## src/rtl/agendador_medidas_dht11.sv

```systemverilog
// Measurement scheduler for the DHT11 interface: periodic/on-demand start pulses,
// watchdog supervision, retry with back-off, and holding of the last good reading.
module agendador_medidas_dht11 #(
    parameter int PERIODO_CICLOS    = 100_000_000,
    parameter int TIMEOUT_CICLOS    = 5_000_000,
    parameter int INTERVALO_RETENTA = 50_000_000,
    parameter int MAX_FALHAS        = 3
) (
    input  logic        clock_i,
    input  logic        reset_i,
    input  logic        habilita_i,
    input  logic        pedir_medida_i,
    input  logic        pronto_medida_i,
    input  logic        erro_i,
    input  logic [15:0] temperatura_in_i,
    input  logic [15:0] umidade_in_i,
    output logic        medir_dht11_o,
    output logic [15:0] temperatura_o,
    output logic [15:0] umidade_o,
    output logic        medida_valida_o,
    output logic        nova_medida_o,
    output logic        falha_sensor_o,
    output logic [3:0]  contagem_falhas_o,
    output logic [3:0]  db_estado_o
);
    localparam int MAX_AB = (PERIODO_CICLOS > TIMEOUT_CICLOS) ? PERIODO_CICLOS : TIMEOUT_CICLOS;
    localparam int MAXP   = (MAX_AB > INTERVALO_RETENTA) ? MAX_AB : INTERVALO_RETENTA;
    localparam int TW     = (MAXP > 2) ? $clog2(MAXP) : 1;

    localparam logic [TW-1:0] PER_LIM = TW'(PERIODO_CICLOS - 1);
    localparam logic [TW-1:0] TO_LIM  = TW'(TIMEOUT_CICLOS - 1);
    localparam logic [TW-1:0] RET_LIM = TW'(INTERVALO_RETENTA - 1);
    localparam logic [3:0]    MAX_F   = 4'(MAX_FALHAS);

    typedef enum logic [3:0] {
        INICIAL  = 4'd0,
        ESPERA   = 4'd1,
        DISPARA  = 4'd2,
        AGUARDA  = 4'd3,
        ARMAZENA = 4'd4,
        FALHA    = 4'd5,
        RECUPERA = 4'd6
    } estado_t;

    estado_t       estado_q, estado_d;
    logic [TW-1:0] timer_q, timer_d;
    logic [TW-1:0] wdog_q, wdog_d;
    logic          pend_q, pend_d;
    logic [15:0]   temp_q, temp_d, umid_q, umid_d;
    logic          valida_q, valida_d;
    logic          falha_q, falha_d;
    logic [3:0]    cont_q, cont_d;
    logic [3:0]    cont_inc;

    always_ff @(posedge clock_i) begin
        if (!reset_i) begin
            estado_q <= INICIAL;
            timer_q  <= '0;
            wdog_q   <= '0;
            pend_q   <= 1'b0;
            temp_q   <= '0;
            umid_q   <= '0;
            valida_q <= 1'b0;
            falha_q  <= 1'b0;
            cont_q   <= '0;
        end else begin
            estado_q <= estado_d;
            timer_q  <= timer_d;
            wdog_q   <= wdog_d;
            pend_q   <= pend_d;
            temp_q   <= temp_d;
            umid_q   <= umid_d;
            valida_q <= valida_d;
            falha_q  <= falha_d;
            cont_q   <= cont_d;
        end
    end

    assign cont_inc = (cont_q >= MAX_F) ? MAX_F : cont_q + 4'd1;

    always_comb begin
        estado_d = estado_q;
        timer_d  = timer_q;
        wdog_d   = wdog_q;
        pend_d   = pend_q;
        temp_d   = temp_q;
        umid_d   = umid_q;
        valida_d = valida_q;
        falha_d  = falha_q;
        cont_d   = cont_q;

        // Requests arriving while busy are remembered and served from ESPERA.
        if (pedir_medida_i && estado_q != ESPERA && estado_q != INICIAL)
            pend_d = 1'b1;

        case (estado_q)
            INICIAL: begin
                timer_d  = '0;
                estado_d = ESPERA;
            end
            ESPERA: begin
                if (habilita_i) begin
                    if (timer_q != PER_LIM) timer_d = timer_q + 1'b1;
                end else begin
                    timer_d = '0;
                end
                if (timer_q == PER_LIM || pedir_medida_i || pend_q) begin
                    pend_d   = 1'b0;
                    timer_d  = '0;
                    estado_d = DISPARA;
                end
            end
            DISPARA: begin
                pend_d   = pedir_medida_i;
                wdog_d   = '0;
                estado_d = AGUARDA;
            end
            AGUARDA: begin
                if (wdog_q != TO_LIM) wdog_d = wdog_q + 1'b1;
                if (erro_i) begin
                    estado_d = FALHA;
                end else if (pronto_medida_i) begin
                    temp_d   = temperatura_in_i;
                    umid_d   = umidade_in_i;
                    estado_d = ARMAZENA;
                end else if (wdog_q == TO_LIM) begin
                    estado_d = FALHA;
                end
            end
            ARMAZENA: begin
                valida_d = 1'b1;
                cont_d   = '0;
                falha_d  = 1'b0;
                timer_d  = '0;
                estado_d = ESPERA;
            end
            FALHA: begin
                cont_d  = cont_inc;
                timer_d = '0;
                if (cont_inc == MAX_F) begin
                    falha_d  = 1'b1;
                    valida_d = 1'b0;
                    estado_d = ESPERA;
                end else begin
                    estado_d = RECUPERA;
                end
            end
            RECUPERA: begin
                // Back-off ignores habilita so a started retry sequence always completes.
                if (timer_q == RET_LIM) begin
                    timer_d  = '0;
                    estado_d = DISPARA;
                end else begin
                    timer_d = timer_q + 1'b1;
                end
            end
            default: estado_d = INICIAL;
        endcase
    end

    assign medir_dht11_o     = (estado_q == DISPARA);
    assign nova_medida_o     = (estado_q == ARMAZENA);
    assign temperatura_o     = temp_q;
    assign umidade_o         = umid_q;
    assign medida_valida_o   = valida_q;
    assign falha_sensor_o    = falha_q;
    assign contagem_falhas_o = cont_q;
    assign db_estado_o       = estado_q;
endmodule

```

## config.mk

```make
export PLATFORM = sky130hd
export DESIGN_NAME = agendador_medidas_dht11
export DESIGN_NICKNAME = d
export VERILOG_FILES = /design/src/rtl/agendador_medidas_dht11.sv
export SDC_FILE = /design/constraint.sdc
export NUM_CORES = 1
export LEC_CHECK = 0
export ABC_AREA = 1
export CAP_MARGIN = 15
export CELL_PAD_IN_SITES_DETAIL_PLACEMENT = 1
export CELL_PAD_IN_SITES_GLOBAL_PLACEMENT = 2
export CORE_ASPECT_RATIO = 1.1
export CORE_MARGIN = 5
export CORE_UTILIZATION = 25
export DETAILED_ROUTE_END_ITERATION = 6
export PLACE_DENSITY_LB_ADDON = 0.1
export SETUP_SLACK_MARGIN = 0.02
export SYNTH_ARGS = -nofsm -noshare
export SYNTH_HDL_FRONTEND = slang
export SYNTH_SLANG_ARGS = --single-unit
export TNS_END_PERCENT = 20
```

## constraint.sdc

```tcl
create_clock -name clock_i -period 2.9 [get_ports clock_i]
set_input_delay 0.29 -clock clock_i [delete_from_list [all_inputs] [get_ports clock_i]]
set_output_delay 0.29 -clock clock_i [all_outputs]
set_load 0.01 [all_outputs]
```

# Word level (Yosys, flattened, before mapping)
# Index checks and enable logic that the tools add are counted.
[word_totals]
register_bits = 97
in_bits = 38
[classes]
addsub = 3
magnitude_cmp = 1
n_eq_ne = 19
muxes = 23
n_bitwise = 1
reduce_logical = 16
[ops]
columns = ["op", "n"]
rows = [
  ["27-bit 2-to-1 mux", 5],
  ["27-bit one-hot mux with 3 select lines", 1],
  ["27-bit by 1-bit adder with 27-bit output (second input constant)", 2],
  ["27-bit one-hot mux with 2 select lines", 1],
  ["27-bit by 23-bit equality test with 1-bit output (second input constant)", 1],
  ["27-bit by 26-bit equality test with 1-bit output (second input constant)", 1],
  ["27-bit equality test (second input constant)", 1],
  ["27-bit by 23-bit inequality test with 1-bit output (second input constant)", 1],
  ["27-bit inequality test (second input constant)", 1],
  ["4-bit 2-to-1 mux", 6],
  ["4-bit one-hot mux with 6 select lines", 1],
  ["4-bit by 2-bit equality test with 1-bit output (second input constant)", 3],
  ["4-bit by 3-bit equality test with 1-bit output (second input constant)", 3],
  ["2-bit inequality test (second input constant)", 4],
  ["4-bit inequality test (second input constant)", 2],
  ["4-bit one-hot mux with 2 select lines", 1],
  ["1-bit one-hot mux with 2 select lines", 3],
  ["2-bit AND reduction", 3],
  ["3-bit AND reduction", 2],
  ["4-bit by 1-bit adder with 4-bit output (second input constant)", 1],
  ["4-bit by 1-bit equality test with 1-bit output (second input constant)", 1],
  ["4-bit by 2-bit greater-or-equal comparator with 1-bit output (second input constant)", 1],
  ["4-bit zero test", 1],
  ["1-bit 2-to-1 mux", 4],
  ["other kinds (10)", 13],
]

# Longest topological paths before layout
# Gate-level depths: netlist of the first run.
[logic_depth]
depth_word = 6
mapped_depth = 13
depth_no_buf = 12

# Worst setup path before layout of the first run
# OpenSTA, ideal clock, no wires.
[synth_path]
path_kind = "register -> register"
from = "register wdog_q[0]"
to = "register wdog_q[1]"
setup_time_ns = 0.117
arrival_ns = 1.528
t_required_ns = 2.783
setup_slack_ns = 1.255
stages_incl_launch_ff = 12
period_less_slack_ns = 1.645
path_cell_list = "dfxtp_1 ha_1 nand2_1 nor2_1 nand3_1 nor2_1 nand2_1 nand2_2 nand2_4 buf_2 o21ai_0 nor2_1"
[synth_between]
elab_chain_cells = 3
[synth_lines]
columns = ["item", "line_no", "source"]
rows = [
  ["start, declared", "47", "logic [TW-1:0] wdog_q, wdog_d;"],
  ["start signal, assigned", "69", "wdog_q <= wdog_d;"],
  ["27-bit by 1-bit adder with 27-bit output or 27-bit by 23-bit inequality test with 1-bit output (tied branches)", "119", "if (wdog_q != TO_LIM) wdog_d = wdog_q + 1'b1;"],
  ["27-bit 2-to-1 mux or 2-bit inequality test (tied branches)", "--", ""],
  ["27-bit one-hot mux with 2 select lines or 2-bit AND reduction (tied branches)", "--", ""],
]
# Several ways; a longest one is shown, not always the timed one. The select of a mux whose other input is x is not followed.
# A chain may end at the register's enable or synchronous reset.

# Worst setup path after layout of the first run
[layout_path]
from = "register timer_q[0]"
to = "register timer_q[23]"
[layout_between]
elab_chain_cells = 5
[layout_lines]
columns = ["item", "line_no", "source"]
rows = [
  ["start, declared", "46", "logic [TW-1:0] timer_q, timer_d;"],
  ["start signal, assigned", "68", "timer_q <= timer_d;"],
  ["27-bit by 1-bit adder with 27-bit output or 27-bit equality test (tied branches)", "103, 154, 107", ""],
  ["27-bit 2-to-1 mux or 1-bit logical OR (tied branches)", "103, 107", ""],
  ["27-bit 2-to-1 mux or 1-bit logical OR (tied branches)", "102, 107", ""],
  ["27-bit 2-to-1 mux or 4-bit inequality test (tied branches)", "--", ""],
  ["27-bit one-hot mux with 3 select lines or 2-bit AND reduction (tied branches)", "--", ""],
]
# Several ways; a longest one is shown, not always the timed one. The select of a mux whose other input is x is not followed.

==> metrics.txt, run 1 <==
worst-skew pair later-pin latency 360 ps; Via density 4.638; CP max stage delay 400 ps; P_int 2.329 mW; crit path kind reg -> reg; register area 1922 sq um; critical path fanouts, max 15; fraction of layout cells with a size suffix above 1 6.243%; CTS Root Cell clkbuf_16; Bufs and invs on worst path 2; Pleak 2.414 nW; area occupied by multi-input gates 2708 sq um; final setup TNS 0 ps; crit path capture type flop; Hold Slack 474.6 ps; CP required 3140 ps; Vert. Die Dim 159.4 um; detailed-router iteration count before antenna repair 4; DRT Wirelength 17300 um; Final min period 2166 ps; Clk pwr share 34.4%; Sw Share 35.96%; Seq cells post-synth 96; vias in the first global route 5532; # diodes 0; P_sw 1.308 mW; Worst Hold Class reg -> reg; average routed wire per standard cell 15.27 um; Rows 54; worst clock skew 8.309 ps; FF-to-FF Start timer_q[0]; largest net degree at the start of global routing 47; worst slew pin tran 560.4 ps; Nets 917; gpl congestion 0.7634; Syn. warnings 0; DRC Markers 0; pwr dens 568.5 nW/um^2; Max clock buf depth 2; CP max stage cell dfxtp_1; Comb pwr share 25.1%; CTS Buf Count 9; grt total ovfl 0; Worst VDD drop 287.5 uV; Mapped Cells 803; CP dominant cell by count nand3_1; # clock sinks 96; Area contributors post-synth dfxtp_1, nand2_1, nor2_1, inv_1, nand3_1; initial core utilization 25.46%; Relative slew margins 62.59%; Crit path max-delay family simple AND/OR/NAND/NOR gates; CP Data Arrival Time 2410 ps; IO Pins 82; type of origin of the critical path flop; Post-Syn Nets 844; sequential-to-total area share from yosys stat 37.88%; FILL cells 2509; # hold bufs at CTS 0; Post-Syn Area 5074 sq um; crit path from timer_q[0]; Max Cap Viol 0; fin crit share 74.68%; hpwl dp 13190 um; sequential power share 40.6%; Die Width 145.8 um; Worst-path clk slew 80 ps; die area 23250 sq um; Setup-failing EPs final 0; GRT Util Overall 14.80%; Yosys cell types 39; first-pass GRT wire length 28090 um; # port buffers 80; Core Area 19930 sq um; Syn-to-layout area delta 26.09%; Slew Viols, Final 0; Core Util, Final 32.10%; CTS tree done; RSZ-0062 raised after global routing false; post-route antenna net violation count 0; H-tree levels 3; area leader, netlist dfxtp_1; Synth top area share 37.88%; hold path startpoint falha_sensor_o; critical-path cell list ha_1 > nand3_1 > inv_1 > nand2_1 > nor2_1 > nand2_1 > nand3_1 > nand3_1 > buf_4 > nand2_2 > nor2_1; initial antenna violation count 0; Final Hold Vio Count 0; routed vias 5255; setup bufs post-CTS 0; Mapped Avg Cell Area 6.318 sq um; Resize count post-CTS 0; initial DRC count 210; Max Fclk 461.8 MHz; outcome finished, final reports clean; Overall Power 3.637 mW
-- worst register-to-register path, cell delays in order, from the launching register on --
cell     delay [ps]
dfxtp_1         400
ha_1            190
nand3_1          80
inv_1           110
nand2_1         180
nor2_1          140
nand2_1         120
nand3_1         140
nand3_1          90
buf_4           210
nand2_2         290
nor2_1          100
-- kinds of logic after synthesis --
| family | after synthesis | share of synthesized area [%] |
|---|---|---|
| compound gates | 89 | 9.026 |
| xor+xnor | 12 | 2.072 |
| flops | 96 | 37.88 |
| fa+ha+maj | 3 | 0.7399 |
| buf+inv | 105 | 8.755 |
| simple gates | 497 | 41.46 |
| other cells | 1 | 0.07391 |
-- path summary, 6_finish.rpt --
path / slack (ps) / endpoint / depth (start not counted)
worst max-delay path: 730 / timer_q[23] / 11
worst min register to register: 470 / falha_sensor_o / 2
worst min-delay path: 470 / falha_sensor_o / 2
worst max register to register: 730 / timer_q[23] / 11
-- final cells by class --
| class | instances | area share [%] |
|---|---|---|
| timing repair buffer | 86 | 13.22 |
| inverter | 81 | 4.792 |
| clock buffer | 10 | 3.736 |
| sequential | 96 | 30.04 |
| multi-input combinational | 602 | 42.32 |
| tap | 252 | 4.929 |
| clock inverter | 6 | 0.9583 |
-- metrics by stage --
stage | std cells | worst slack [ps] | instance area, sq um
floorplan | 803 | 1255 | 5074
global placement | 1117 | 761.3 | 6097
detailed placement | 1117 | 726.9 | 6097
CTS | 1133 | 717.5 | 6397
global route | 1133 | 493.6 | 6397
finish | 1133 | 734.3 | 6397
-- power groups by stage --
stage                     combinational (mW)  clock [mW]  sequential, mW
after floorplan                        0.574           0            1.51
after global placement                 0.917           0            1.50
after detailed placement               0.930           0            1.50
after CTS                              0.935        1.29            1.48
after global routing                    1.02        1.34            1.49
final                                  0.911        1.25            1.48
-- cells in the mapped netlist (all sizes together) --
master / number
nand2: 215
nor2: 197
dfxtp: 96
inv: 81
nand3: 48
o21ai: 48
a21oi: 37
nor3: 21
buf: 17
xor2: 11
nand4: 10
clkbuf: 7
ha: 3
nor3b: 2
or2: 2
a21o: 1
and3: 1
conb: 1
nand3b: 1
o211ai: 1
o21bai: 1
o22ai: 1
xnor2: 1
-- layer usage --
layer,track usage (%),routed length (um)
met5,0,0
met4,4.145,261
met3,2.989,436
met2,27.27,8963
met1,17.29,7641
-- placed cells by master (no fill, tap or decap), types with 2 or more instances in the layout --
master             n
buf_4              6
nor3_2             3
ha_1               3
nand2_1          206
xor2_1            11
nand4_1           10
nand2_2            8
nand3_1           47
inv_1             75
a21oi_1           36
clkdlybuf4s50_1   80
nor2_1           188
o21ai_0           47
dfxtp_1           96
inv_6              2
clkbuf_16          9
nor3_1            16
inv_2              5
nor2_2             7
nor3_4             2
nor2_4             2
-- registers in the layout, summed over array words and instances, names as in the netlist --
register / flops
temperatura_o: 16
db_estado_o: 3
wdog_q: 27
timer_q: 27
umidade_o: 16
falha_sensor_o: 1
pend_q: 1
medida_valida_o: 1
contagem_falhas_o: 4
(Power assumes the default switching activity.)
==> run 2, diff against run 1 <==
- clock period: 2.9 -> 2.2 ns (I/O delays scaled with it)
==> run 2 against run 1 <==
Combinational power rose by 41%. Global-route usage up 0.27 points. Clock power rose by 37%. Sequential power is 31% higher. Die area did not move. Wire length increased by 0.80%. Hold slack got worse by 34 ps.
==> metrics.txt, run 2 (same netlist as run 1, synthesis figures left out) <==
outcome finished, final reports clean; Nets 923 (+0.65%); CTS Root Cell clkbuf_16; initial core utilization 25.46% (unchanged); Worst-path clk slew 80 ps (about the same); pwr dens 761.3 nW/um^2 (+34%); commonest non-fill, non-tap cell in the layout nand2_1; grt total ovfl 0 (unchanged); CTS tree done; critical-path cell list inv_1 > nand2_1 > nor2_1 > clkdlybuf4s50_1; critical path fanouts, max 5 (-10); die area 23250 sq um (unchanged); met1 Use GR 17.83% (+0.54 points); Max Fclk 509.5 MHz; RSZ-0062 raised after global routing true; post-place setup slack 220.7 ps (-506.2 ps); detailed-router iteration count before antenna repair 4 (unchanged); # diodes 0 (unchanged); type of origin of the critical path flop; final setup TNS 0 ps (unchanged); Placement Cell Area 6155 sq um (+0.94%); first-pass GRT wire length 28840 um (+2.7%); DRC Markers 0 (unchanged); Vert. Die Dim 159.4 um (unchanged); Setup-failing EPs final 0 (unchanged); # clock sinks 96 (unchanged); post-route antenna net violation count 0 (unchanged); worst-skew pair later-pin latency 360 ps (about the same); Pleak 2.464 nW (+2.1%); worst clock skew 9.353 ps (+1.044 ps); initial DRC count 164 (-22%); worst slew pin tran 552.3 ps (-8.120 ps); hold-critical path depth 3 (+1); grt peak-use layer met2; Relative slew margins 63.13% (+0.54 points); Finished Cell Area 6479 sq um (+1.3%); biggest regs timer_q: 27 flops, wdog_q: 27 flops; initial antenna violation count 0 (unchanged); hpwl dp 13480 um (+2.2%); met3 Use GR 2.448% (-0.54 points); Die Width 145.8 um (unchanged); crit path capture type output port; IO Pins 82 (unchanged); Final Hold Vio Count 0 (unchanged); CP Data Arrival Time 1740 ps (-670 ps); Syn-to-layout area delta 27.69%; gpl congestion 0.7838 (+2.7%); Bufs and invs on worst path 2 (unchanged); Worst Hold Class in -> reg; GRT Util Overall 15.07% (+0.27 points); critical path depth in cells 4 (-7); FILL cells 2502 (-0.28%); Max Cap Viol 0 (unchanged); vias in the first global route 5704 (+3.1%); fin crit share 89.22%; largest net degree at the start of global routing 34 (-28%); GR Util met2 27.71% (+0.44 points); Via density 4.582 (-1.2%); routed vias 5219 (-0.69%); R2R cell count 11 (unchanged); crit path kind reg -> out; Max clock buf depth 2 (unchanged); Final min period 1963 ps; Crit path max-delay family buffers and inverters; most frequent cells in the layout nand2_1, nor2_1, dfxtp_1; Rows 54 (unchanged); CP required 1980 ps (-1160 ps); Worst VDD drop 420.0 uV (+46%); DRT Wirelength 17440 um (+0.80%); CP max stage cell clkdlybuf4s50_1; # port buffers 80 (unchanged); Slew Viols, Final 0 (unchanged); H-tree levels 3 (unchanged); CP max stage delay 630 ps (+230 ps); final worst slack 237.2 ps (-497.2 ps); fraction of layout cells with a size suffix above 1 6.877% (+0.63 points); average routed wire per standard cell 15.31 um (+0.27%); CTS Buf Count 9 (unchanged); Core Area 19930 sq um (unchanged)
[run 2: layout make-up]
cell class | instances | area [sq um] | share of cell area [%]
Inverter | 81 | 311.5 | 4.809
Clock inverter | 6 | 75.07 | 1.159
Multi-Input combinational cell | 602 | 2713 | 41.87
Clock buffer | 10 | 239.0 | 3.689
Timing Repair Buffer | 92 | 903.4 | 13.94
Tap cell | 252 | 315.3 | 4.867
Sequential cell | 96 | 1922 | 29.66
[run 2: per-stage QoR]
step           std cells  total power [mW]  util (%)  hold WS [ps]
4_1_cts             1139             5.008     32.45         430.3
6_report            1139             4.932     32.50         440.7
2_1_floorplan        803             2.751         -         354.9
5_1_grt             1139             5.227     32.50         438.5
3_5_place_dp        1123             3.267     30.88         463.0
3_3_place_gp        1123             3.231     30.88         454.7
[run 2: what timing repair did]
action / in CTS / in global routing
buffers inserted: 0 / 0
hold buffers: 0 / 0
endpoints found under the setup margin: 0 / 21
resized for setup: 0 / 3
[run 2: per-layer routing]
layer	vias to the layer above	routed length, um
li1	2665	-
met5	-	0
met4	0	375
met1	2486	7658
met3	23	319
met2	45	9087
[run 2: worst paths after layout]
check | from | end | slack (ps)
worst min register to register | contagem_falhas_o[2] | contagem_falhas_o[2] | 470
worst min-delay path | umidade_in_i[5] | umidade_o[5] | 440
worst max register to register | timer_q[0] | timer_q[16] | 300
worst max-delay path | db_estado_o[0] | medir_dht11_o | 240
[run 2: worst register-to-register path, stage by stage, from the launching register on]
cell and delay [ps]:
dfxtp_1 410, ha_1 210, nand3_1 80, inv_1 110
nand2_1 160, nor2_1 130, nand2_1 80, nand3_1 110
nand3_1 150, buf_4 230, nand2_1 70, a21oi_1 50
[run 2: report_power, final]
part | internal (mW) | leakage (nW) | switching, mW
registers | 1.84 | 0.775 | 0.0957
logic | 0.444 | 1.54 | 0.839
clock network | 0.933 | 0.152 | 0.779
